[src/rtl/tis_exec_ctl.sv]
// tis_exec_ctl: execution sequencer for one TIS core.
// Streams LOAD words into program memory, tracks program length, and drives the
// core's reset and per-instruction enable in RUN / STEP / HALT modes with one
// PC breakpoint. Commands arrive on a valid/ready handshake.
module tis_exec_ctl #(
  parameter int PROG_DEPTH = 15,
  parameter int INSTR_W    = 16,
  parameter int PC_W       = 4,
  parameter int RUN_DIV    = 5_000_000
) (
  input  logic               clk,
  input  logic               rst,
  input  logic               cmd_valid,
  output logic               cmd_ready,
  input  logic [1:0]         cmd_op,
  input  logic [INSTR_W-1:0] cmd_data,
  output logic               prog_we,
  output logic [PC_W-1:0]    prog_addr,
  output logic [INSTR_W-1:0] prog_wdata,
  output logic [PC_W-1:0]    plength,
  output logic               core_rst,
  output logic               core_en,
  input  logic [PC_W-1:0]    core_pc,
  input  logic               bp_en,
  input  logic [PC_W-1:0]    bp_addr,
  output logic [1:0]         state,
  output logic               bp_hit,
  output logic               load_ovf,
  output logic [15:0]        instr_count
);

  // RUN_DIV >= 2, so $clog2 always yields a width able to hold RUN_DIV-1.
  localparam int                DIV_W    = $clog2(RUN_DIV);
  localparam logic [DIV_W-1:0]  DIV_LAST = DIV_W'(RUN_DIV - 1);
  localparam logic [PC_W-1:0]   DEPTH_P  = PC_W'(PROG_DEPTH);

  localparam logic [1:0] OP_LOAD = 2'b00;
  localparam logic [1:0] OP_RUN  = 2'b01;
  localparam logic [1:0] OP_STEP = 2'b10;
  localparam logic [1:0] OP_HALT = 2'b11;

  typedef enum logic [1:0] {
    S_IDLE  = 2'b00,
    S_LOAD  = 2'b01,
    S_RUN   = 2'b10,
    S_PAUSE = 2'b11
  } state_e;

  state_e             state_q;
  logic               prog_we_q;
  logic [PC_W-1:0]    prog_addr_q;
  logic [INSTR_W-1:0] prog_wdata_q;
  logic [PC_W-1:0]    ptr_q;        // write pointer, doubles as plength
  logic               load_ovf_q;
  logic               bp_hit_q;
  logic [15:0]        cnt_q;
  logic [DIV_W-1:0]   div_q;
  logic               skip_q;       // first terminal count after entering RUN ignores the breakpoint
  logic               step_q;       // STEP pulse queued for the next cycle

  logic               cmd_acc;
  logic               acc_load;
  logic               acc_run;
  logic               acc_step;
  logic               acc_halt;
  logic               tc;
  logic               bp_stop;
  logic               run_pulse;
  logic [DIV_W-1:0]   div_d;
  logic [15:0]        cnt_d;

  // Memory needs two cycles per word, so the handshake stalls while a write is in flight.
  assign cmd_ready   = ~rst & ~prog_we_q;
  assign core_rst    = (state_q == S_IDLE) | (state_q == S_LOAD);
  assign core_en     = ~rst & (run_pulse | step_q);
  assign state       = state_q;
  assign prog_we     = prog_we_q;
  assign prog_addr   = prog_addr_q;
  assign prog_wdata  = prog_wdata_q;
  assign plength     = ptr_q;
  assign bp_hit      = bp_hit_q;
  assign load_ovf    = load_ovf_q;
  assign instr_count = cnt_q;

  // Command decode, terminal-count detection and the RUN-mode pulse decision.
  always_comb begin
    cmd_acc   = cmd_valid & cmd_ready;
    acc_load  = cmd_acc & (cmd_op == OP_LOAD);
    acc_run   = cmd_acc & (cmd_op == OP_RUN);
    acc_step  = cmd_acc & (cmd_op == OP_STEP);
    acc_halt  = cmd_acc & (cmd_op == OP_HALT);
    tc        = (state_q == S_RUN) & (div_q == DIV_LAST);
    // A HALT landing on the terminal count wins over the breakpoint; neither pulses.
    bp_stop   = tc & ~skip_q & bp_en & (core_pc == bp_addr) & ~acc_halt;
    run_pulse = tc & ~acc_halt & ~bp_stop & (ptr_q != '0);
    div_d     = (div_q == DIV_LAST) ? '0 : div_q + DIV_W'(1);
    cnt_d     = (cnt_q == 16'hFFFF) ? cnt_q : cnt_q + 16'd1;
  end

  // Sequencer FSM with its registered memory-write port, counters and status flags.
  always_ff @(posedge clk) begin
    if (rst) begin
      state_q      <= S_IDLE;
      prog_we_q    <= 1'b0;
      prog_addr_q  <= '0;
      prog_wdata_q <= '0;
      ptr_q        <= '0;
      load_ovf_q   <= 1'b0;
      bp_hit_q     <= 1'b0;
      cnt_q        <= '0;
      div_q        <= '0;
      skip_q       <= 1'b0;
      step_q       <= 1'b0;
    end else begin
      prog_we_q <= 1'b0;
      step_q    <= 1'b0;
      if (core_en) begin
        cnt_q <= cnt_d;
      end
      if (cmd_acc && (cmd_op != OP_HALT)) begin
        bp_hit_q <= 1'b0;
      end
      case (state_q)
        S_IDLE, S_PAUSE: begin
          if (acc_load) begin
            // A fresh load always restarts at address 0.
            state_q      <= S_LOAD;
            load_ovf_q   <= 1'b0;
            prog_we_q    <= 1'b1;
            prog_addr_q  <= '0;
            prog_wdata_q <= cmd_data;
            ptr_q        <= PC_W'(1);
          end else if (acc_run) begin
            state_q <= S_RUN;
            div_q   <= '0;
            skip_q  <= 1'b1;
          end else if (acc_step) begin
            // From IDLE the core first has to leave reset, so no pulse yet.
            state_q <= S_PAUSE;
            if ((state_q == S_PAUSE) && (ptr_q != '0)) begin
              step_q <= 1'b1;
            end
          end else if (acc_halt) begin
            state_q <= S_PAUSE;
          end
        end
        S_LOAD: begin
          if (acc_load) begin
            if (ptr_q == DEPTH_P) begin
              load_ovf_q <= 1'b1;
            end else begin
              prog_we_q    <= 1'b1;
              prog_addr_q  <= ptr_q;
              prog_wdata_q <= cmd_data;
              ptr_q        <= ptr_q + PC_W'(1);
            end
          end else if (acc_run) begin
            state_q <= S_RUN;
            div_q   <= '0;
            skip_q  <= 1'b1;
            cnt_q   <= '0;
          end else if (cmd_acc) begin
            state_q <= S_PAUSE;
            cnt_q   <= '0;
          end
        end
        S_RUN: begin
          div_q <= div_d;
          if (tc) begin
            skip_q <= 1'b0;
          end
          if (acc_halt) begin
            state_q <= S_PAUSE;
          end else if (bp_stop) begin
            state_q  <= S_PAUSE;
            bp_hit_q <= 1'b1;
          end
        end
        default: begin
          state_q <= S_IDLE;
        end
      endcase
    end
  end

endmodule

[config.mk]
export PLATFORM = sky130hd
export DESIGN_NAME = tis_exec_ctl
export DESIGN_NICKNAME = d
export VERILOG_FILES = /design/src/rtl/tis_exec_ctl.sv
export SDC_FILE = /design/constraint.sdc
export NUM_CORES = 1
export LEC_CHECK = 0
export ABC_AREA = 1
export CORE_MARGIN = 2
export CORE_UTILIZATION = 55
export CTS_CLUSTER_DIAMETER = 50
export DETAILED_ROUTE_END_ITERATION = 10
export PLACE_DENSITY = 0.85
export SETUP_SLACK_MARGIN = 0.3
export SKIP_CTS_REPAIR_TIMING = 1
export SYNTH_ARGS = -nofsm -noshare
export SYNTH_HDL_FRONTEND = slang
export SYNTH_SLANG_ARGS = --single-unit
[constraint.sdc]
create_clock -name clk -period 5.2 [get_ports clk]
set_input_delay 1.04 -clock clk [delete_from_list [all_inputs] [get_ports clk]]
set_output_delay 1.04 -clock clk [all_outputs]
set_load 0.05 [all_outputs]
## After elaboration in Yosys (flattened, before gate mapping)

Cells that the tools add are included.
Widths: inputs -> output; s select.

| word-level totals | value |
|---|---|
| logic and storage cells | 123 |
| input bits | 30 |
| register bits | 70 |
| output and inout bits | 48 |

| operators by class | value |
|---|---|
| muxes and demuxes | 49 |
| $add $sub $neg | 3 |
| bitwise operators | 24 |
| reductions and logical operators | 14 |
| equality and inequality tests | 22 |

Operator list:

| operator | number |
|---|---|
| $mux 16 | 9 |
| $mux 23 | 3 |
| $pmux 23 s2 | 1 |
| $pmux 16 s2 | 1 |
| $mux 4 | 6 |
| $add 23x1->23 const B | 1 |
| $eq 23x23->1 const B | 1 |
| $mux 2 | 9 |
| $add 16x1->16 const B | 1 |
| $eq 16x16->1 const B | 1 |
| $pmux 4 s2 | 2 |
| $and 1x1->1 | 15 |
| $mux 1 | 14 |
| $ne 2x2->1 const B | 7 |
| $reduce_and 4->1 | 3 |
| $eq 2x2->1 const B | 4 |
| $not 1->1 | 7 |
| $ne 3x3->1 const B | 2 |
| $pmux 1 s2 | 3 |
| $pmux 2 s3 | 1 |
| $ne 5x5->1 const B | 1 |
| $reduce_or 5->1 | 1 |
| $add 4x1->4 const B | 1 |
| $eq 2x1->1 const B | 2 |
| other kinds (12) | 16 |

## Longest topological paths before layout

| logic depth | value |
|---|---|
| depth after elaboration | 16 |
| mapped depth | 13 |
| depth with buffers taken out | 12 |

## Worst setup path after synthesis

Ideal clock, no wire load.

| timing | value |
|---|---|
| kind | in2out |
| start | in rst |
| end | out core_en |
| setup slack | 1.436 ns |
| data required time | 4.160 ns |
| path buffers | 1 |
| arrival | 2.724 ns |
| stages | 9 |
| path through | nor2_1 nand2_1 inv_1 nand2_1 nand4_2 nand2_2 buf_6 nand2_1 inv_1 |

| between the ends | value |
|---|---|
| word-level cells in the longest chain between the ends | 11 |
| elaborated cells on any way between the ends | 12 |
| those cells by class | bitwise: 12 |

RTL lines:

| item | line | source |
|---|---|---|
| from (decl) | 12 | `input logic rst,` |
| $not 1->1 (*) | 73, 75 |  |
| $and 1x1->1 | 73 | `assign cmd_ready = ~rst & ~prog_we_q;` |
| $and 1x1->1 | 87 | `cmd_acc = cmd_valid & cmd_ready;` |
| $and 1x1->1 | 91 | `acc_halt = cmd_acc & (cmd_op == OP_HALT);` |
| $not 1->1 | 94, 95 |  |
| $and 1x1->1 | 94 | `bp_stop = tc & ~skip_q & bp_en & (core_pc == bp_addr) & ~acc_halt;` |
| $not 1->1 | 95 | `run_pulse = tc & ~acc_halt & ~bp_stop & (ptr_q != '0);` |
| $and 1x1->1 (2 in series) | 95 |  |
| $or 1x1->1 | 75 | `assign core_en = ~rst & (run_pulse \| step_q);` |
| $and 1x1->1 (*) | 75 |  |
| to (decl) | 22 | `output logic core_en,` |

Mark *: on every way between the ends. The rest lies on a longest branch, timed or not.

## Worst setup path in the final report

Same ends and word-level chain as after synthesis.

==> flow_summary_export.csv <==
group,metric,value,unit
timing,finalSetupTns,0,ns
global_route,overflow,0,
final_layout,area_growth,29.1,%
synthesis,syn-instance-count,534,
timing,finClkSkew,0.00780,ns
job,maxCapViolations,0,
final_layout,num-nets-final,648,
clocking,cts-htree-levels,3,
worst_setup_path,crit_type,"in2out",
synthesis,synth_top_area_cell,"dfxtp_1",
global_route,grt_pass1_wl,15100,um
synthesis,syn-cell-area,3650,sq um
route,drt-wirelength-per-cell,12.9,um
worst_setup_path,start_kind,"input port",
worst_setup_path,worstPathMaxFanout,29,
final_layout,drive_above_1_share,0.0846,
timing,hold_violations,0,
route,drc,0,
worst_setup_path,required,4.16,ns
route,postRouteAntennaNets,0,
timing,fin_crit_sh,0.784,
synthesis,syn-num-nets,572,
clocking,clockBufferDepth,2,
clocking,path_clk_slew,0.08,ns
die,dieArea,7310,sq um
synthesis,synth_ff_type,"dfxtp_1",
final_layout,post-route-util,0.738,
die,chipHeight,85.5,um
global_route,grt_max_degree,38,
pwr,max-vdd-ir-drop,0.000253,V
final_layout,fin_cells,692,
synthesis,synth_top_area_frac,0.384,
place,place_inst,676,
route,route.vias.total,3701,
global_route,grt_pass1_vias,3513,
clocking,insertion_delay,0.35,ns
final_layout,fill_cells,489,
timing,setup_viol,0,
outcome,outcome,"finished, final reports clean",
final_layout,seqCellArea,1400,sq um
clocking,cts_tree,"done",
synthesis,ys_ff_latch,70,
timing,fmax,0.245,GHz
timing,rsz0062_at_grt,"no",
die,start_util,0.572,
global_route,grt_usage,0.255,
place,place_hpwl,6410,um
place,placed_area,4470,sq um
global_route,antenna_found_initial,0,
timing,drv_slew,0,
clocking,numCtsBuffers,9,
place,io_buffers,77,
route,drtIter0Drc,223,
timing,tightestPinTransition,0.974,ns
final_layout,finalInstanceArea,4710,sq um
worst_setup_path,cp.arrival,3.04,ns
synthesis,synth_area_leaders,"dfxtp_1 (38%), nand2_1 (15%), nor2_1 (7.2%)",
pwr,totalPowerFinal,1.48,mW
die,die_w,85.5,um
final_layout,antennaDiodeCount,0,
clocking,clock-sinks,70,
route,wl,8940,um
timing,slew_headroom,0.351,
final_layout,multi_input_area,1930,sq um
worst_setup_path,rrSetupSlack,2.75,ns
worst_setup_path,endpoint_kind,"output pin",
synthesis,avgSynthCellArea,6.84,sq um
pwr,power.density,315,nW/um^2
die,core,6390,sq um
timing,period_needed,4.08,ns
synthesis,synth_edf_count,0,
synthesis,ys_seq_area_frac,0.384,
place,gp_congestion,0.885,
route,vias_per_cell,5.35,
pwr,p_leak,1.63,nW
min_path,hold_class,"reg2reg",
clocking,root_buffer,"clkbuf_8",
synthesis,ys_warn_count,0,
die,core.rowCount,29,
die,io-pin-count,78,
route,dr.pass1.iters,5,
synthesis,synthDistinctLibCells,40,
synthesis,synthArstFlopShare,0,
-- power breakdown --
group / switching, mW / internal (mW)
sequential: 0.0206 / 0.557
combinational: 0.247 / 0.116
clock: 0.210 / 0.333
-- cell usage after synthesis (2+ instances only) --
master      n
nand2_1   144
dfxtp_1    70
nor2_1     70
inv_1      58
a21oi_1    49
nand3_1    22
nor3_1     17
o21ai_0    15
nand3_2    10
nand4_1    10
clkbuf_1    8
ha_1        8
a21oi_2     7
xor2_1      7
inv_2       4
buf_2       3
nor2_2      3
xnor2_1     3
a211oi_1    2
buf_6       2
nor3b_1     2
o21ai_2     2
-- final timing paths --
check        cells after the start            to         start
max reg2reg                      7    plength[2]      state[0]
max                             10       core_en           rst
min                              2  prog_addr[1]  prog_addr[1]
min reg2reg                      2  prog_addr[1]  prog_addr[1]
-- final cells by class --
| type | instances | share of cell area |
|---|---|---|
| Clock buffer | 11 | 0.0300 |
| Clock inverter | 5 | 0.0226 |
| Timing Repair Buffer | 80 | 0.170 |
| Inverter | 62 | 0.0494 |
| Multi-Input combinational cell | 387 | 0.410 |
| Tap cell | 77 | 0.0204 |
| Sequential cell | 70 | 0.297 |
-- flip-flops by register name (all words and copies together), names as in the netlist --
name,count
bp_hit,1
div_q,23
instr_count,16
load_ovf,1
plength,4
prog_addr,4
prog_wdata,16
prog_we,1
skip_q,1
state,2
step_q,1
-- critical path, cell delays in order --
cell	delay, ns
clkdlybuf4s50_1	0.49
nor2_1	0.07
nand2_1	0.15
inv_1	0.12
nand2_1	0.16
nand4_2	0.12
nand2_2	0.44
nand2_1	0.14
inv_1	0.15
buf_12	0.15
-- layer usage --
metal  global-route usage  vias up  part of all wire
met5                    0        -                 0
met4                0.121        0             0.029
met3               0.0780       24             0.077
met2                0.412      127              0.46
met1                0.310     1681              0.43
li1                     -     1869                 -
-- stage by stage --
step	hold slack, ns	worst slack [ns]
3_5_place_dp	0.459	1.15
3_3_place_gp	0.453	1.26
2_1_floorplan	0.463	1.44
4_1_cts	0.470	1.13
5_1_grt	0.482	0.946
6_report	0.471	1.12
-- kinds of logic (layout without fill, tap and decap cells) --
logic type,after synthesis,in the layout,share of synthesized area
xor gates and xnor gates,10,10,0.0240
adders and majority gates,8,8,0.0274
and+or+nand+nor,287,287,0.349
DFF,70,70,0.384
AOI/OAI and AO/OA,82,82,0.128
buffers and inverters,77,158,0.0884
-- cell usage in the layout (no fill, tap or decap), types with 15 or more instances in the layout --
cell type / n
a21oi_1: 49
clkdlybuf4s50_1: 76
dfxtp_1: 70
inv_1: 58
nand2_1: 144
nand3_1: 22
nor2_1: 70
nor3_1: 17
o21ai_0: 15
Power figures use the tool's default switching activity.
